===== src/rtl/mem_io_port_pkg.sv =====
// Shared constants for mem_io_port: register offsets inside the 16-word window
// and bit positions of the STATUS register.
package mem_io_port_pkg;

  localparam logic [3:0] OFF_TXDATA = 4'd0;
  localparam logic [3:0] OFF_STATUS = 4'd1;
  localparam logic [3:0] OFF_RXDATA = 4'd2;
  localparam logic [3:0] OFF_RXACK  = 4'd3;
  localparam logic [3:0] OFF_CTRL   = 4'd4;
  localparam logic [3:0] OFF_OVF    = 4'd5;

  localparam int ST_TX_FULL  = 0;
  localparam int ST_TX_EMPTY = 1;
  localparam int ST_RX_FULL  = 2;
  localparam int ST_TX_EN    = 3;
  localparam int ST_LVL_LSB  = 8;
  localparam int ST_LVL_MSB  = 12;

endpackage


===== src/rtl/mem_io_port_sync_fifo.sv =====
// Single-clock FIFO with a combinational head; a push while full is accepted
// only when a pop frees a slot in the same cycle.
module sync_fifo #(
  parameter int WIDTH = 32,
  parameter int DEPTH = 8,
  localparam int AW = $clog2(DEPTH),
  localparam int LW = AW + 1
) (
  input  logic             clk,
  input  logic             rst,
  input  logic             push,
  input  logic             pop,
  input  logic [WIDTH-1:0] wdata,
  output logic             full,
  output logic             empty,
  output logic [LW-1:0]    level,
  output logic [WIDTH-1:0] head
);

  localparam logic [LW-1:0] FULL_LVL = LW'(DEPTH);

  logic [WIDTH-1:0] mem [DEPTH];
  logic [AW-1:0]    wr_ptr;
  logic [AW-1:0]    rd_ptr;
  logic             do_push;
  logic             do_pop;

  assign full    = (level == FULL_LVL);
  assign empty   = (level == '0);
  assign do_pop  = pop && !empty;
  assign do_push = push && (!full || do_pop);
  assign head    = mem[rd_ptr];

  // NOTE: storage has no reset; the level counter alone decides which entries are valid.
  always_ff @(posedge clk) begin
    if (do_push) mem[wr_ptr] <= wdata;
  end

  // Pointers wrap naturally because DEPTH is a power of two.
  always_ff @(posedge clk or negedge rst) begin
    if (!rst) begin
      wr_ptr <= '0;
      rd_ptr <= '0;
      level  <= '0;
    end else begin
      if (do_push) wr_ptr <= wr_ptr + 1'b1;
      if (do_pop)  rd_ptr <= rd_ptr + 1'b1;
      case ({do_push, do_pop})
        2'b10:   level <= level + 1'b1;
        2'b01:   level <= level - 1'b1;
        default: level <= level;
      endcase
    end
  end

endmodule


===== src/rtl/mem_io_port.sv =====
// Memory-mapped I/O responder: TX FIFO fed by bus writes, one-word RX holding
// register, 1-cycle registered read path. Optional overflow counter: MEM_IO_PORT_OVF_CNT_EN.
module mem_io_port
  import mem_io_port_pkg::*;
#(
  parameter logic [7:0] BASE_ADDR  = 8'hF0,
  parameter int         FIFO_DEPTH = 8
) (
  input  logic        clk,
  input  logic        rst,
  input  logic        mem_wr,
  input  logic [7:0]  mem_addr,
  input  logic [31:0] mem_data_out,
  output logic        io_sel,
  output logic [31:0] io_rdata,
  output logic [31:0] tx_data,
  output logic        tx_valid,
  input  logic        tx_ready,
  input  logic [31:0] rx_data,
  input  logic        rx_valid,
  output logic        rx_ready
);

  localparam int LW = $clog2(FIFO_DEPTH) + 1;

  logic          hit;
  logic [3:0]    off;
  logic          tx_push;
  logic          tx_pop;
  logic          tx_full;
  logic          tx_empty;
  logic [LW-1:0] tx_level;
  logic [4:0]    level_ext;
  logic          tx_en;
  logic          rx_full;
  logic [31:0]   rx_word;
  logic [31:0]   ovf_rd;
  logic [31:0]   rd_next;

  assign hit       = (mem_addr[7:4] == BASE_ADDR[7:4]);
  assign off       = mem_addr[3:0];
  assign tx_push   = mem_wr && hit && (off == OFF_TXDATA);
  assign tx_valid  = !tx_empty && tx_en;
  assign tx_pop    = tx_valid && tx_ready;
  assign rx_ready  = !rx_full;
  assign level_ext = 5'(tx_level);

  sync_fifo #(
    .WIDTH (32),
    .DEPTH (FIFO_DEPTH)
  ) u_fifo (
    .clk   (clk),
    .rst   (rst),
    .push  (tx_push),
    .pop   (tx_pop),
    .wdata (mem_data_out),
    .full  (tx_full),
    .empty (tx_empty),
    .level (tx_level),
    .head  (tx_data)
  );

  always_ff @(posedge clk or negedge rst) begin
    if (!rst) begin
      tx_en <= 1'b0;
    end else if (mem_wr && hit && (off == OFF_CTRL)) begin
      tx_en <= mem_data_out[0];
    end
  end

  // A capture takes priority over an RXACK landing on the same edge.
  always_ff @(posedge clk or negedge rst) begin
    if (!rst) begin
      rx_full <= 1'b0;
      rx_word <= '0;
    end else if (rx_valid && !rx_full) begin
      rx_full <= 1'b1;
      rx_word <= rx_data;
    end else if (mem_wr && hit && (off == OFF_RXACK)) begin
      rx_full <= 1'b0;
    end
  end

`ifdef MEM_IO_PORT_OVF_CNT_EN
  logic [7:0] ovf_cnt;
  logic       tx_drop;

  assign tx_drop = tx_push && tx_full && !tx_pop;
  assign ovf_rd  = 32'(ovf_cnt);

  always_ff @(posedge clk or negedge rst) begin
    if (!rst) begin
      ovf_cnt <= '0;
    end else if (mem_wr && hit && (off == OFF_OVF)) begin
      ovf_cnt <= '0;
    end else if (tx_drop && (ovf_cnt != 8'hFF)) begin
      ovf_cnt <= ovf_cnt + 1'b1;
    end
  end
`else
  assign ovf_rd = '0;
`endif

  // NOTE: rd_next gets its default before the case so no latch is inferred.
  always_comb begin
    rd_next = '0;
    if (hit) begin
      case (off)
        OFF_STATUS: begin
          rd_next[ST_TX_FULL]             = tx_full;
          rd_next[ST_TX_EMPTY]            = tx_empty;
          rd_next[ST_RX_FULL]             = rx_full;
          rd_next[ST_TX_EN]               = tx_en;
          rd_next[ST_LVL_MSB:ST_LVL_LSB]  = level_ext;
        end
        OFF_RXDATA: rd_next = rx_word;
        OFF_CTRL:   rd_next = {31'b0, tx_en};
        OFF_OVF:    rd_next = ovf_rd;
        default:    rd_next = '0;
      endcase
    end
  end

  always_ff @(posedge clk or negedge rst) begin
    if (!rst) begin
      io_sel   <= 1'b0;
      io_rdata <= '0;
    end else begin
      io_sel   <= hit;
      io_rdata <= rd_next;
    end
  end

endmodule

===== config.mk =====
export PLATFORM = sky130hd
export DESIGN_NAME = mem_io_port
export DESIGN_NICKNAME = d
export VERILOG_FILES = /design/src/rtl/mem_io_port_pkg.sv /design/src/rtl/mem_io_port_sync_fifo.sv /design/src/rtl/mem_io_port.sv
export SDC_FILE = /design/constraint.sdc
export NUM_CORES = 1
export LEC_CHECK = 0
export ABC_AREA = 1
export CAP_MARGIN = 20
export CORE_MARGIN = 5
export CORE_UTILIZATION = 25
export DETAILED_ROUTE_END_ITERATION = 10
export GPL_ROUTABILITY_DRIVEN = 0
export PLACE_DENSITY = 0.44
export SETUP_SLACK_MARGIN = 0.02
export SLEW_MARGIN = 20
export SYNTH_ARGS = -nofsm -noshare
export SYNTH_HDL_FRONTEND = slang
export SYNTH_SLANG_ARGS = --single-unit

===== constraint.sdc =====
create_clock -name clk -period 7.1 [get_ports clk]
set_clock_uncertainty 0.15 [all_clocks]
set_input_delay 0.71 -clock clk [delete_from_list [all_inputs] [get_ports clk]]
set_output_delay 0.71 -clock clk [all_outputs]
set_load 0.02 [all_outputs]

==> results by group <==
Worst setup path
  • Capturing point of the worst reg2reg path: u_fifo.mem[4][1]$_DFFE_PP_
  • Critical R2R Launch: u_fifo.level[2]$_DFFE_PN0P_
  • Slowest stage delay, CP: 0.64 ns
  • CP Data Required Time: 6.24 ns
  • Reg2Reg Depth: 7
  • Crit Path Class: reg -> out
  • CP dominant cell by count: nand2_1
  • Critical path's top delay family: buffers and inverters
  • Crit path DAT: 3.51 ns
  • Cells along the critical path: inv_4 > buf_4 > o21ai_0 > o21ai_1 > nand2_1 > nand2_1 > clkdlybuf4s50_1
  • Critical path startpoint category: flip-flop
  • CP max stage cell: dfrtp_4
  • Setup crit end kind: output pin
  • Critical Path Stages: 7
  • Buf/Inv on CP: 3
  • R2R setup slack: 4.34 ns
  • Critical path fanouts, max: 76

Final layout
  • Fraction of layout cells with a size suffix above 1: 9.670%
  • Final core occ: 31.70%
  • # diodes: 0
  • Register area: 9622 um2
  • Fillers: 5316
  • Nets: 1304
  • Synth-to-layout area growth: 26.03%
  • Area of the multi-input gates: 3261 um2

Logic synthesis
  • Syn Nets: 1162
  • YS warnings: 0
  • Async S/R FF share, synth: 23.12%
  • Synthesized area: 13160 um2
  • Sequential area share after synthesis: 73.03%
  • Mean Syn Cell Area: 12.19 um2
  • Syn Inst Count: 1080
  • Post-synth EDFFs: 256
  • Most used DFF post-synth: edfxtp_1
  • #FFs+latches synth: 333
  • Synth cell types: 29

Status
  • Status: complete, no violations

Global route
  • Grt met2 use: 17.02%
  • Gr usage total: 11.45%
  • Vias in the first global route: 8338
  • Initial antenna violation count: 5
  • Grt met3 use: 5.124%
  • Largest net degree at the start of global routing: 100
  • Busiest layer in global routing: met2
  • First-pass GRT wire length: 50.93 mm
  • Routing usage on met1: 15.19%
  • Total gr overflow: 0

Route
  • DR vias/cell: 4.301
  • Via count: 8296
  • DRC: 0
  • Post-DRT Antenna Nets: 0
  • Wire length per cell: 17.22 um
  • DR iter-0 viols: 425
  • Drt first pass iters: 6
  • Final wirelength: 33.21 mm

STA
  • Fin Setup TNS: 0 ns
  • Max-slew violations: 0
  • RSZ-0062 raised after global routing: false
  • Fin. Hold Viols: 0
  • Maximum clock rate: 228.8 MHz
  • Final hold slack: 0.05821 ns
  • Final setup vio count: 0
  • Worst slew pin tran: 1.062 ns
  • Min cycle time layout: 4.370 ns
  • Slew HR: 29.18%
  • Crit share post-route: 61.55%

Die
  • Starting Density: 25.15%
  • Boundary pin count: 144
  • Core Region: 52340 um2
  • DIE HEIGHT: 239.5 um
  • # rows: 84
  • Full die area: 57340 um2
  • Die X: 239.5 um

CTS
  • CTS max path bufs: 3
  • Root buffer cell: clkbuf_16
  • CTS buffer count: 40
  • CTS hold repair buffers: 0
  • H-tree depth: 2
  • TritonCTS clock tree: built
  • Post-cts repair resize count: 0
  • Clk_lat worst skew: 0.55 ns
  • Post-CTS Setup Bufs: 0
  • Reg clk slew, reported paths: 0.05 ns
  • Clock sink total: 333

Power and ir drop
  • Combinational share of power: 29.8%
  • Sw Share: 33.29%
  • Net Sw Power: 2.056 mW
  • Seq pwr share: 38.9%
  • Static leakage: 5.859 nW
  • Largest vdd supply drop: 0.1886 mV
  • Pint: 4.120 mW
  • P per Cell Area: 372.3 nW/um2
  • Overall Power: 6.177 mW
  • Clk pwr share: 31.3%

Worst hold path
  • Worst hold path type: in -> async

Placed design
  • Port bufs: 143
  • Detailed placer's ending HPWL: 18.31 mm

Job
  • Max Cap Viol: 0
[cell usage in the layout (no fill, tap or decap), types with 3 or more instances in the layout]
| master | synthesis | final |
|---|---|---|
| nand2_2 | 3 | 3 |
| edfxtp_1 | 256 | 256 |
| clkbuf_16 | 0 | 41 |
| o21ai_1 | 77 | 77 |
| nor2_1 | 235 | 227 |
| buf_4 | 2 | 13 |
| nand3_1 | 7 | 7 |
| mux2_2 | 32 | 32 |
| xor2_1 | 4 | 4 |
| nor2_4 | 2 | 10 |
| nand2_1 | 160 | 160 |
| inv_1 | 16 | 16 |
| clkinv_1 | 0 | 4 |
| dfrtp_1 | 77 | 75 |
| clkbuf_8 | 0 | 4 |
| nand4_1 | 7 | 7 |
| o21ai_0 | 119 | 119 |
| clkbuf_1 | 25 | 8 |
| a21oi_1 | 9 | 9 |
| clkdlybuf4s50_1 | 0 | 142 |
| ha_1 | 5 | 5 |
[how the worst max path moves through the flow]
stage / startpoint / to / slack [ns]
after global routing: u_fifo.rd_ptr[0]$_DFFE_PN0P_ / tx_data[15] / 2.40
final: u_fifo.rd_ptr[0]$_DFFE_PN0P_ / tx_data[15] / 2.73
after global placement: u_fifo.rd_ptr[0]$_DFFE_PN0P_ / tx_data[21] / 2.92
after floorplan: mem_addr[0] / u_fifo.mem[0][0]$_DFFE_PP_ / 3.74
after CTS: u_fifo.rd_ptr[0]$_DFFE_PN0P_ / tx_data[15] / 2.27
after detailed placement: u_fifo.rd_ptr[0]$_DFFE_PN0P_ / tx_data[15] / 2.89
[stage by stage]
step | setup WS, ns | cells | cell area [um2]
finish | 2.730 | 1929 | 16590
global route | 2.399 | 1929 | 16590
CTS | 2.272 | 1929 | 16580
detailed placement | 2.891 | 1868 | 15350
global placement | 2.921 | 1868 | 15350
floorplan | 3.744 | 1080 | 13160
[cells by family after synthesis]
| family | share of synthesized area (%) |
|---|---|
| buffers and inverters | 2.652 |
| muxes | 2.737 |
| DFF | 73.03 |
| adders and majority gates | 0.4752 |
| AOI/OAI and AO/OA | 7.841 |
| xor gates and xnor gates | 0.3992 |
| and+or+nand+nor | 12.86 |
[power by group through the flow]
stage,clock [mW],sequential [mW],combinational [mW]
after floorplan,0,2.31,1.28
after global placement,0,2.44,1.89
after detailed placement,0,2.44,1.89
after CTS,2.02,2.40,1.90
after global routing,2.10,2.43,2.08
final,1.94,2.40,1.84
[worst register-to-register path, cell delays in order, from the launching register on]
cell      delay, ns
dfrtp_1        0.48
inv_1          0.12
nand3_1        0.15
nand3_2        0.17
nand2_2        0.16
nand3b_2       0.24
nor2_4         0.48
buf_4          0.45
[registers in the layout, summed over array words and instances, names as in the netlist]
name           cells
u_fifo.level       4
u_fifo.wr_ptr      3
rx_full            1
u_fifo.rd_ptr      3
rx_word           32
tx_en              1
io_sel             1
u_fifo.mem       256
io_rdata          32
[cell usage after synthesis, types with 3 or more instances]
master | number | share of area, %
a21oi_1 | 9 | 0.34
buf_1 | 5 | 0.14
buf_2 | 21 | 0.80
buf_6 | 4 | 0.34
clkbuf_1 | 25 | 0.71
dfrtp_1 | 77 | 15
edfxtp_1 | 256 | 58
ha_1 | 5 | 0.48
inv_1 | 16 | 0.46
inv_2 | 3 | 0.086
mux2_2 | 32 | 2.7
nand2_1 | 160 | 4.6
nand2_2 | 3 | 0.14
nand3_1 | 7 | 0.27
nand4_1 | 7 | 0.33
nor2_1 | 235 | 6.7
o21ai_0 | 119 | 4.5
o21ai_1 | 77 | 2.9
xor2_1 | 4 | 0.27
[area by class of cell]
| type | count | area share [%] |
|---|---|---|
| timing repair buffer | 157 | 9.291 |
| tap | 688 | 5.189 |
| sequential | 333 | 57.99 |
| clock inverter | 8 | 0.7315 |
| multi-input combinational | 671 | 19.65 |
| inverter | 19 | 0.4449 |
| clock buffer | 53 | 6.697 |
[routing by layer]
metal,vias up,part of all wire (%)
li1,4015,-
met2,195,44
met4,10,2.1
met5,-,0.22
met3,51,9.3
met1,4025,45
No activity file was read; power rests on OpenSTA's default activity.
